==> src/rtl/ps2_rx.sv <==
// rtl/ps2_rx.sv - PS/2 keyboard receiver: pin sync, clock glitch filter, frame deframer, scancode FIFO
module ps2_rx #(
    parameter int FILTER_CYCLES  = 8,
    parameter int TIMEOUT_CYCLES = 100000,
    parameter int FIFO_DEPTH     = 4
) (
    input  logic       clk,
    input  logic       n_rst_async,
    input  logic       ps2_clk_async,
    input  logic       ps2_data_async,
    output logic [7:0] scancode,
    output logic       scancode_valid,
    input  logic       scancode_ack,
    output logic       frame_error,
    output logic       overflow
);

    localparam int FCW = (FILTER_CYCLES > 1) ? $clog2(FILTER_CYCLES) : 1;
    localparam int TCW = $clog2(TIMEOUT_CYCLES + 1);
    localparam int PW  = $clog2(FIFO_DEPTH);
    localparam int CW  = $clog2(FIFO_DEPTH + 1);

    localparam logic [FCW-1:0] FILT_LAST  = FCW'(FILTER_CYCLES - 1);
    localparam logic [TCW-1:0] TO_LAST    = TCW'(TIMEOUT_CYCLES - 1);
    localparam logic [CW-1:0]  FIFO_FULL  = CW'(FIFO_DEPTH);

    localparam logic [1:0] S_IDLE   = 2'd0;
    localparam logic [1:0] S_DATA   = 2'd1;
    localparam logic [1:0] S_PARITY = 2'd2;
    localparam logic [1:0] S_STOP   = 2'd3;

    logic           clk_s1;
    logic           clk_s2;
    logic           dat_s1;
    logic           dat_s2;
    logic           clk_filt;
    logic           clk_filt_d;
    logic [FCW-1:0] filt_cnt;
    logic           fall_edge;

    logic [1:0]     state;
    logic [2:0]     bit_cnt;
    logic [7:0]     shift;
    logic           parity_bit;
    logic [TCW-1:0] to_cnt;
    logic           timeout_hit;
    logic           frame_ok;
    logic           push;

    logic [7:0]     mem [FIFO_DEPTH];
    logic [PW-1:0]  wr_ptr;
    logic [PW-1:0]  rd_ptr;
    logic [CW-1:0]  count;
    logic           full;
    logic           pop;
    logic           wr_en;

    // Two-flop synchronizers on both pins; idle-high so reset to 1
    always_ff @(posedge clk or negedge n_rst_async) begin
        if (!n_rst_async) begin
            clk_s1 <= 1'b1;
            clk_s2 <= 1'b1;
            dat_s1 <= 1'b1;
            dat_s2 <= 1'b1;
        end else begin
            clk_s1 <= ps2_clk_async;
            clk_s2 <= clk_s1;
            dat_s1 <= ps2_data_async;
            dat_s2 <= dat_s1;
        end
    end

    // Glitch filter: the filtered clock follows the synced clock only after it
    // has disagreed for FILTER_CYCLES consecutive cycles
    always_ff @(posedge clk or negedge n_rst_async) begin
        if (!n_rst_async) begin
            clk_filt <= 1'b1;
            filt_cnt <= '0;
        end else if (clk_s2 == clk_filt) begin
            filt_cnt <= '0;
        end else if (filt_cnt == FILT_LAST) begin
            clk_filt <= clk_s2;
            filt_cnt <= '0;
        end else begin
            filt_cnt <= filt_cnt + FCW'(1);
        end
    end

    // Delayed copy of the filtered clock for falling-edge detection
    always_ff @(posedge clk or negedge n_rst_async) begin
        if (!n_rst_async) begin
            clk_filt_d <= 1'b1;
        end else begin
            clk_filt_d <= clk_filt;
        end
    end

    assign fall_edge   = clk_filt_d & ~clk_filt;
    assign timeout_hit = (state != S_IDLE) && !fall_edge && (to_cnt == TO_LAST);
    // Stop bit must be high and the nine data+parity bits must have odd parity
    assign frame_ok    = dat_s2 & (^shift ^ parity_bit);
    assign push        = fall_edge && (state == S_STOP) && frame_ok;

    // Frame deframer with inter-edge timeout; frame_error is a registered pulse
    always_ff @(posedge clk or negedge n_rst_async) begin
        if (!n_rst_async) begin
            state       <= S_IDLE;
            bit_cnt     <= 3'd0;
            shift       <= 8'h00;
            parity_bit  <= 1'b0;
            to_cnt      <= '0;
            frame_error <= 1'b0;
        end else begin
            frame_error <= 1'b0;
            if (timeout_hit) begin
                state       <= S_IDLE;
                to_cnt      <= '0;
                frame_error <= 1'b1;
            end else if (fall_edge) begin
                to_cnt <= '0;
                case (state)
                    S_IDLE: begin
                        if (!dat_s2) begin
                            state   <= S_DATA;
                            bit_cnt <= 3'd0;
                        end
                    end
                    S_DATA: begin
                        shift   <= {dat_s2, shift[7:1]};
                        bit_cnt <= bit_cnt + 3'd1;
                        if (bit_cnt == 3'd7) begin
                            state <= S_PARITY;
                        end
                    end
                    S_PARITY: begin
                        parity_bit <= dat_s2;
                        state      <= S_STOP;
                    end
                    default: begin
                        if (!frame_ok) begin
                            frame_error <= 1'b1;
                        end
                        state <= S_IDLE;
                    end
                endcase
            end else if (state != S_IDLE) begin
                to_cnt <= to_cnt + TCW'(1);
            end
        end
    end

    assign scancode_valid = (count != '0);
    assign scancode       = scancode_valid ? mem[rd_ptr] : 8'h00;
    assign full           = (count == FIFO_FULL);
    assign pop            = scancode_valid & scancode_ack;
    // A full FIFO still accepts a byte when the head leaves in the same cycle
    assign wr_en          = push & (~full | pop);

    // Show-ahead scancode FIFO with sticky overflow on dropped bytes
    always_ff @(posedge clk or negedge n_rst_async) begin
        if (!n_rst_async) begin
            for (int i = 0; i < FIFO_DEPTH; i++) begin
                mem[i] <= 8'h00;
            end
            wr_ptr   <= '0;
            rd_ptr   <= '0;
            count    <= '0;
            overflow <= 1'b0;
        end else begin
            if (wr_en) begin
                mem[wr_ptr] <= shift;
                wr_ptr      <= wr_ptr + PW'(1);
            end
            if (pop) begin
                rd_ptr <= rd_ptr + PW'(1);
            end
            case ({wr_en, pop})
                2'b10:   count <= count + CW'(1);
                2'b01:   count <= count - CW'(1);
                default: count <= count;
            endcase
            if (push && full && !pop) begin
                overflow <= 1'b1;
            end
        end
    end

endmodule

==> config.mk <==
export PLATFORM = sky130hd
export DESIGN_NAME = ps2_rx
export DESIGN_NICKNAME = d
export VERILOG_FILES = /design/src/rtl/ps2_rx.sv
export SDC_FILE = /design/constraint.sdc
export NUM_CORES = 1
export LEC_CHECK = 0
export ABC_AREA = 1
export BUFFER_PORTS_ARGS = -buffer_cell sky130_fd_sc_hd__buf_2
export CAP_MARGIN = 20
export CORE_MARGIN = 2
export CORE_UTILIZATION = 32
export CTS_CLUSTER_SIZE = 25
export DETAILED_ROUTE_END_ITERATION = 16
export GPL_TIMING_DRIVEN = 1
export MAX_ROUTING_LAYER = met4
export PLACE_DENSITY = 0.48
export SLEW_MARGIN = 20
export SYNTH_ARGS = -nofsm -noshare
export SYNTH_HDL_FRONTEND = slang
export SYNTH_SLANG_ARGS = --single-unit
==> constraint.sdc <==
create_clock -name clk -period 4.4 [get_ports clk]
set_input_delay 0.22 -clock clk [delete_from_list [all_inputs] [get_ports clk]]
set_output_delay 0.22 -clock clk [all_outputs]
set_load 0.01 [all_outputs]
-- Yosys cells after proc, flatten, opt, wreduce, memory -nomap -nowiden
Cells that the tools add are included.
- output and inout bits: 11
- input bits: 5
- bits in registers: 81
- word-level logic and storage cells: 103
- $lt $le $gt $ge: 3
- equal/unequal tests: 13
- bitwise operators: 12
- muxes and demuxes: 24
- reduce and logical (&&, ||, !) cells: 23
- $add $sub $neg: 7
- operator list (operator ; count):
    17-bit 2-to-1 mux ; 3
    32-bit bitwise mux ; 1
    8-bit 2-to-1 mux ; 4
    17-bit by 1-bit adder with 17-bit output, second input constant ; 1
    17-bit == test, second input constant ; 1
    8-bit binary-select mux with 2-bit select ; 1
    8-bit demux with 2-bit select ; 1
    3-bit one-hot mux with 2 select lines ; 2
    3-bit by 1-bit adder with 3-bit output, second input constant ; 3
    3-bit == test, second input constant ; 3
    3-bit 2-to-1 mux ; 3
    3-bit AND reduction ; 3
    2-bit 2-to-1 mux ; 4
    2-bit nonzero test ; 4
    8-bit parity ; 1
    1-bit logical AND ; 7
    2-bit == test, second input constant ; 3
    3-bit >= comparator, second input constant ; 2
    3-bit != test, second input constant ; 2
    2-bit NOT with 3-bit output ; 2
    2-bit one-hot mux with 3 select lines ; 1
    3-bit nonzero test ; 2
    2-bit by 1-bit adder with 2-bit output, second input constant ; 2
    1-bit bitwise AND ; 4
    14 further kinds ; 22

-- Logic depth before layout (Yosys ltp)
- depth in word-level cells: 7
- gate-level depth with buffers: 18
- mapped depth without buffers: 18

-- Worst setup path before layout
Ideal clock, no wire load.
- path type: register to register
- start: register shift[0]
- end: register count[2]
- path buffers: 0
- arrival: 2011 ps
- library setup time: 62 ps
- stages on the path, launching flop included: 17
- slack: 2327 ps
- data required time: 4338 ps
- clock period less this slack: 2073 ps
- path through: dfrtp_1 -> xnor2_1 -> inv_1 -> nand3_2 -> nand2_1 -> nand2_1 -> inv_1 -> nor2_1 -> nand2_1 -> nand2_1 -> inv_1 -> fa_1 -> inv_1 -> nand3_1 -> nand3_1 -> nand2_1 -> inv_1
- cells in the longest elaborated chain, start to end: 7
- elaborated cells on any way between the ends: 9
- those cells by class: eq/ne (2); mux (1); bitwise (3); reduce/logical (3)
- RTL lines (element ; line ; source):
    start: declaration ; 43 ; logic [7:0] shift;
    start signal: assignment ; 129 ; shift <= {dat_s2, shift[7:1]};
    8-bit parity (*) ; 101 ; assign frame_ok = dat_s2 & (^shift ^ parity_bit);
    1-bit XOR (*) ; 101 ;
    1-bit bitwise AND (*) ; 101 ;
    1-bit logical AND (*) ; 102 ; assign push = fall_edge && (state == S_STOP) && frame_ok;
    1-bit bitwise AND (*) ; 157 ; assign wr_en = push & (~full | pop);
    2-bit by 1-bit == test with 1-bit output or 2-bit == test (tied branches) ; 177 ; case ({wr_en, pop})
    3-bit one-hot mux with 2 select lines or 2-bit nonzero test (tied branches) ; - ;
    end signal: assignment ; 178 ; 2'b10: count <= count + CW'(1);
    end signal: assignment ; 179 ; 2'b01: count <= count - CW'(1);
    end signal: assignment ; 180 ; default: count <= count;
    end: declaration ; 53 ; logic [CW-1:0] count;
Every way passes the cells marked *; elsewhere a longest branch is shown, timed or not.
A chain may end at the register's enable or synchronous reset.

-- Worst setup path in the final report
- start: register rd_ptr[0]
- end: output scancode[7]
- cells in the longest elaborated chain, start to end: 5
- RTL lines (element ; line ; source):
    start: declaration ; 52 ; logic [PW-1:0] rd_ptr;
    start signal: assignment ; 175 ; rd_ptr <= rd_ptr + PW'(1);
    2-bit NOT with 3-bit output (implied by the code) ; 153 ; assign scancode = scancode_valid ? mem[rd_ptr] : 8'h00;
    8-bit binary-select mux with 2-bit select ; 153 ;
    8-bit 2-to-1 mux (implied by the code) (2 in series) ; 153 ;
    8-bit 2-to-1 mux ; 153 ;
    end: declaration ; 11 ; output logic [7:0] scancode,
Every way passes these cells. The select of a mux whose other input is x is not followed.

==> results <==
- After layout, the worst path uses 57.9% of the clock period.
- Data on the critical path is required at its endpoint by 4.18 ns.
- The signed area change from the synthesized netlist to the final layout is 12.9%.
- In this run the number of H-tree levels came out at 3.
- The repair_antennas step left the layout with diodes totalling 0.
- The portion of synthesized area spent on multiplexers is 0.242%.
- The floorplan step defined a core boundary enclosing 12600 sq um.
- The tightest min-delay check is of the primary input to register type.
- The height of the die is 118 um.
- The count of pins over their slew limit came to 0.
- Setup violations remaining at the end of the flow were counted as 0.
- The placed wire-length estimate after detailed placement is 6010 um.
- The global-route met1 utilization is 16.8%.
- The number of setup buffers added after CTS is 0.
- The clock passes through at most 2 buffers.
- In this run the static leakage power is 2.30 nW.
- The clock sink total is 81.
- The die covers 13800 sq um.
- Of all nets on the critical path, the largest fanout is 18.
- For this run the aggregate overflow at the end of global routing stands at 0.
- The most used routing layer in global routing is met2.
- The area share of fa/ha/maj cells after synthesis is 4.73%.
- The count of input and output buffers is 15.
- The master cell of the clock root buffer is sky130_fd_sc_hd__clkbuf_16.
- In this run the remaining antenna-violating nets after routing total 0.
- The power per cell area is 509 nW/um^2.
- The top cell types in the final layout, fill and taps aside, are sky130_fd_sc_hd__nand2_1 (110), sky130_fd_sc_hd__dfrtp_1 (75), sky130_fd_sc_hd__inv_1 (66).
- The average cell area after synthesis is 8.64 sq um.
- At the pin with the least slew margin, the transition time is 0.782 ns.
- The simple-gate share of the synthesized area is 20.2%.
- The net count of the finished layout is 519.
- The count of pins on the block boundary is 16.
- The number of non-filler instances in the completed layout is 676.
- The number of buffers inserted during clock tree synthesis is 9.
- Before CTS, the worst setup slack after placement is 2.01 ns.
- For the worst-skew pair, the clock arrives at the later sink with an insertion delay of 0.35 ns.
- The total power draw is 2.37 mW.
- During synthesis, Yosys emitted a total of 0 warnings.
- Summing the areas of all compound-gate instances in the mapped netlist gives 15.8% of the synthesized area.
- The global-route wire length before repair is 15500 um.
- The placed instances occupy a cell area of 4360 sq um.
- In the final timing run, aggregate negative setup slack is 0 ns.
- The library cell used most frequently in the layout, excluding fill and tap cells, is sky130_fd_sc_hd__nand2_1.
- The classification of the worst setup path is register to primary output.
- The first detailed-routing pass ran for 4 iterations.
- Max-cap violations in this run came to 0.
- The largest net degree at the start of global routing is 82.
- For the final database, setup skew stands at 0.00818 ns.
- Routability-driven placement finished with a final weighted congestion of 0.834.
- The number of global-route vias before repair is 3276.
- The main combinational cell family by area after synthesis is simple AND/OR/NAND/NOR gates.
- Synthesis produced 478 cells.
- The TritonCTS clock tree is built.
- Synthesis inferred 81 register bits.
- The net count after synthesis is 498.
- Global routing used 4.36% of the available met3 tracks.
- After synthesis, flip-flops and latches occupy 49.3% of the total area.
- Setup repair after global routing left no endpoint under its margin.
- The detailed router placed 3131 vias in this run.
- The initial core utilization is 32.7%.
- Dividing the detail-routed via count by the number of cells gives 4.63.
- The post-detailed-route DRC marker count is 0.
- The post-route cell area is 4660 sq um.
- In the global route stage, overall resource usage came out at 14.7%.
- Across all setup checks in the final design, the least slack found is 1.85 ns.
- The placed cell count is 657.
- The initial antenna violation count is 0.
- The met2 track demand over resource is 24.2%.
- The final critical path time including I/O delays and setup is 2.55 ns.
- In the final routed layout, each cell accounts on average for 13.3 um.
- IR analysis of the VDD net gives a maximum drop of 0.000264 V.
- After Yosys synthesis, XOR and XNOR cells account for 1.27% of the synthesized area.
- The number of unique standard cell types used by synthesis is 36.
- The element type at the critical path end is a primary output.
- The clock-pin transition on the worst setup and hold timing paths is 0.06 ns.
- The total wire length is 8980 um.
- The headroom to the max-slew limit is 47.7%.
- Row generation in the floorplan step produced 41 rows.
- The final-report hold violation count is 0.
- After the first detailed-routing iteration, the DRC count stood at 116.
- The fraction of final layout cells sized beyond drive strength 1 is 11.1%.
- The maximum achievable frequency is 0.393 GHz.
- The data arrival time at the worst-slack endpoint is 2.33 ns.
- The category of the worst setup path launch point is a register.
- The area of the mapped netlist is 4130 sq um.
- Measured along the x axis, the die boundary spans 118 um.
- The flow ran to the end, and the final reports show no timing, DRC or antenna violations.
power by group:
group,internal (mW),switching [mW]
clock network,0.414,0.283
registers,0.839,0.117
logic,0.251,0.468
per-layer routing:
| layer | vias up | part of all wire [%] |
|---|---|---|
| met3 | 12 | 3.5 |
| met2 | 32 | 49 |
| met1 | 1506 | 46 |
| li1 | 1581 | - |
| met4 | 0 | 1.7 |
| met5 | - | 0 |
worst paths after layout:
check / slack [ns] / cells after the start / to / start
hold / removal: 0.31 / 5 / rd_ptr[0]$_DFFE_PN0P_ / scancode_ack
max in group asynchronous: 3.37 / 2 / to_cnt[1]$_DFFE_PN0P_ / n_rst_async
min in group asynchronous: 0.48 / 2 / mem[13]$_DFFE_PN0P_ / n_rst_async
setup reg to reg: 2.03 / 18 / count[2]$_DFFE_PN0P_ / shift[6]$_DFFE_PN0P_
setup / recovery: 1.85 / 5 / scancode[7] / rd_ptr[0]$_DFFE_PN0P_
hold reg to reg: 0.35 / 0 / clk_s2$_DFF_PN1_ / clk_s1$_DFF_PN1_
metrics by stage:
| step | utilization [%] | hold slack (ns) |
|---|---|---|
| after floorplan | - | -0.0756 |
| after global placement | 34.5 | 0.326 |
| after detailed placement | 34.5 | 0.326 |
| after CTS | 36.8 | 0.104 |
| after global routing | 37.0 | 0.349 |
| final | 37.0 | 0.306 |
repair_timing:
item                      in CTS  in global routing
hold endpoints to repair       2                 11
gates resized for setup        0                  0
hold buffers                   2                  1
registers in the layout, indices dropped and copies added (netlist names), 2 cells and up:
signal,flops
to_cnt,17
rd_ptr,2
count,3
bit_cnt,3
mem,32
state,2
shift,8
filt_cnt,3
wr_ptr,2
Yosys cell counts:
cell type                  instances  area [sq um]
sky130_fd_sc_hd__buf_8             2          30.0
sky130_fd_sc_hd__clkinv_1          1          3.75
sky130_fd_sc_hd__o21ai_1          12          60.1
sky130_fd_sc_hd__nand2_1         110           413
sky130_fd_sc_hd__o21bai_1          1          7.51
sky130_fd_sc_hd__nor2_1           29           109
sky130_fd_sc_hd__nand3_1          16          80.1
sky130_fd_sc_hd__o21a_1           16           120
sky130_fd_sc_hd__o21ai_2           4          35.0
sky130_fd_sc_hd__xnor2_1           2          17.5
sky130_fd_sc_hd__a211oi_1          2          15.0
sky130_fd_sc_hd__dfrtp_1          75          1880
sky130_fd_sc_hd__mux2i_1           1          10.0
sky130_fd_sc_hd__nand2_8           1          20.0
sky130_fd_sc_hd__nor2_4            1          11.3
sky130_fd_sc_hd__or2_2             1          6.26
sky130_fd_sc_hd__xor2_1            4          35.0
sky130_fd_sc_hd__nand3_4           1          17.5
sky130_fd_sc_hd__nand4_1           6          37.5
sky130_fd_sc_hd__fa_1              1          20.0
sky130_fd_sc_hd__o21ai_0          36           180
sky130_fd_sc_hd__nor2_8            4          80.1
sky130_fd_sc_hd__a221oi_1          1          8.76
sky130_fd_sc_hd__nand2_2           1          6.26
sky130_fd_sc_hd__ha_1             14           175
sky130_fd_sc_hd__dfstp_2           6           158
sky130_fd_sc_hd__clkbuf_1          5          18.8
sky130_fd_sc_hd__inv_1            66           248
sky130_fd_sc_hd__a31oi_1           2          12.5
sky130_fd_sc_hd__a21oi_1          37           185
sky130_fd_sc_hd__inv_2             7          26.3
sky130_fd_sc_hd__nor3_1            5          25.0
sky130_fd_sc_hd__nand3_2           3          30.0
sky130_fd_sc_hd__buf_6             2          22.5
sky130_fd_sc_hd__o211ai_1          1          7.51
sky130_fd_sc_hd__a32o_1            2          20.0
cell families after synthesis:
kind of cell               after synthesis
adders and majority gates               15
DFF                                     81
muxes                                    1
buffers and inverters                   83
and+or+nand+nor                        178
xor gates and xnor gates                 6
AOI/OAI and AO/OA                      114
final cells by class:
type	instances	area (sq um)
Tap cell	172	215
Inverter	74	278
Timing Repair Buffer	19	119
Sequential cell	81	2030
Fill cell	1312	7960
Multi-Input combinational cell	314	1750
Clock buffer	16	272
critical path, stage by stage (launching register included):
cell and delay [ns]:
sky130_fd_sc_hd__dfrtp_1 0.74, sky130_fd_sc_hd__inv_1 0.48, sky130_fd_sc_hd__a21oi_1 0.21, sky130_fd_sc_hd__o21ai_0 0.09
sky130_fd_sc_hd__a21oi_1 0.26, sky130_fd_sc_hd__buf_2 0.19
Power figures use the tool's default switching activity.
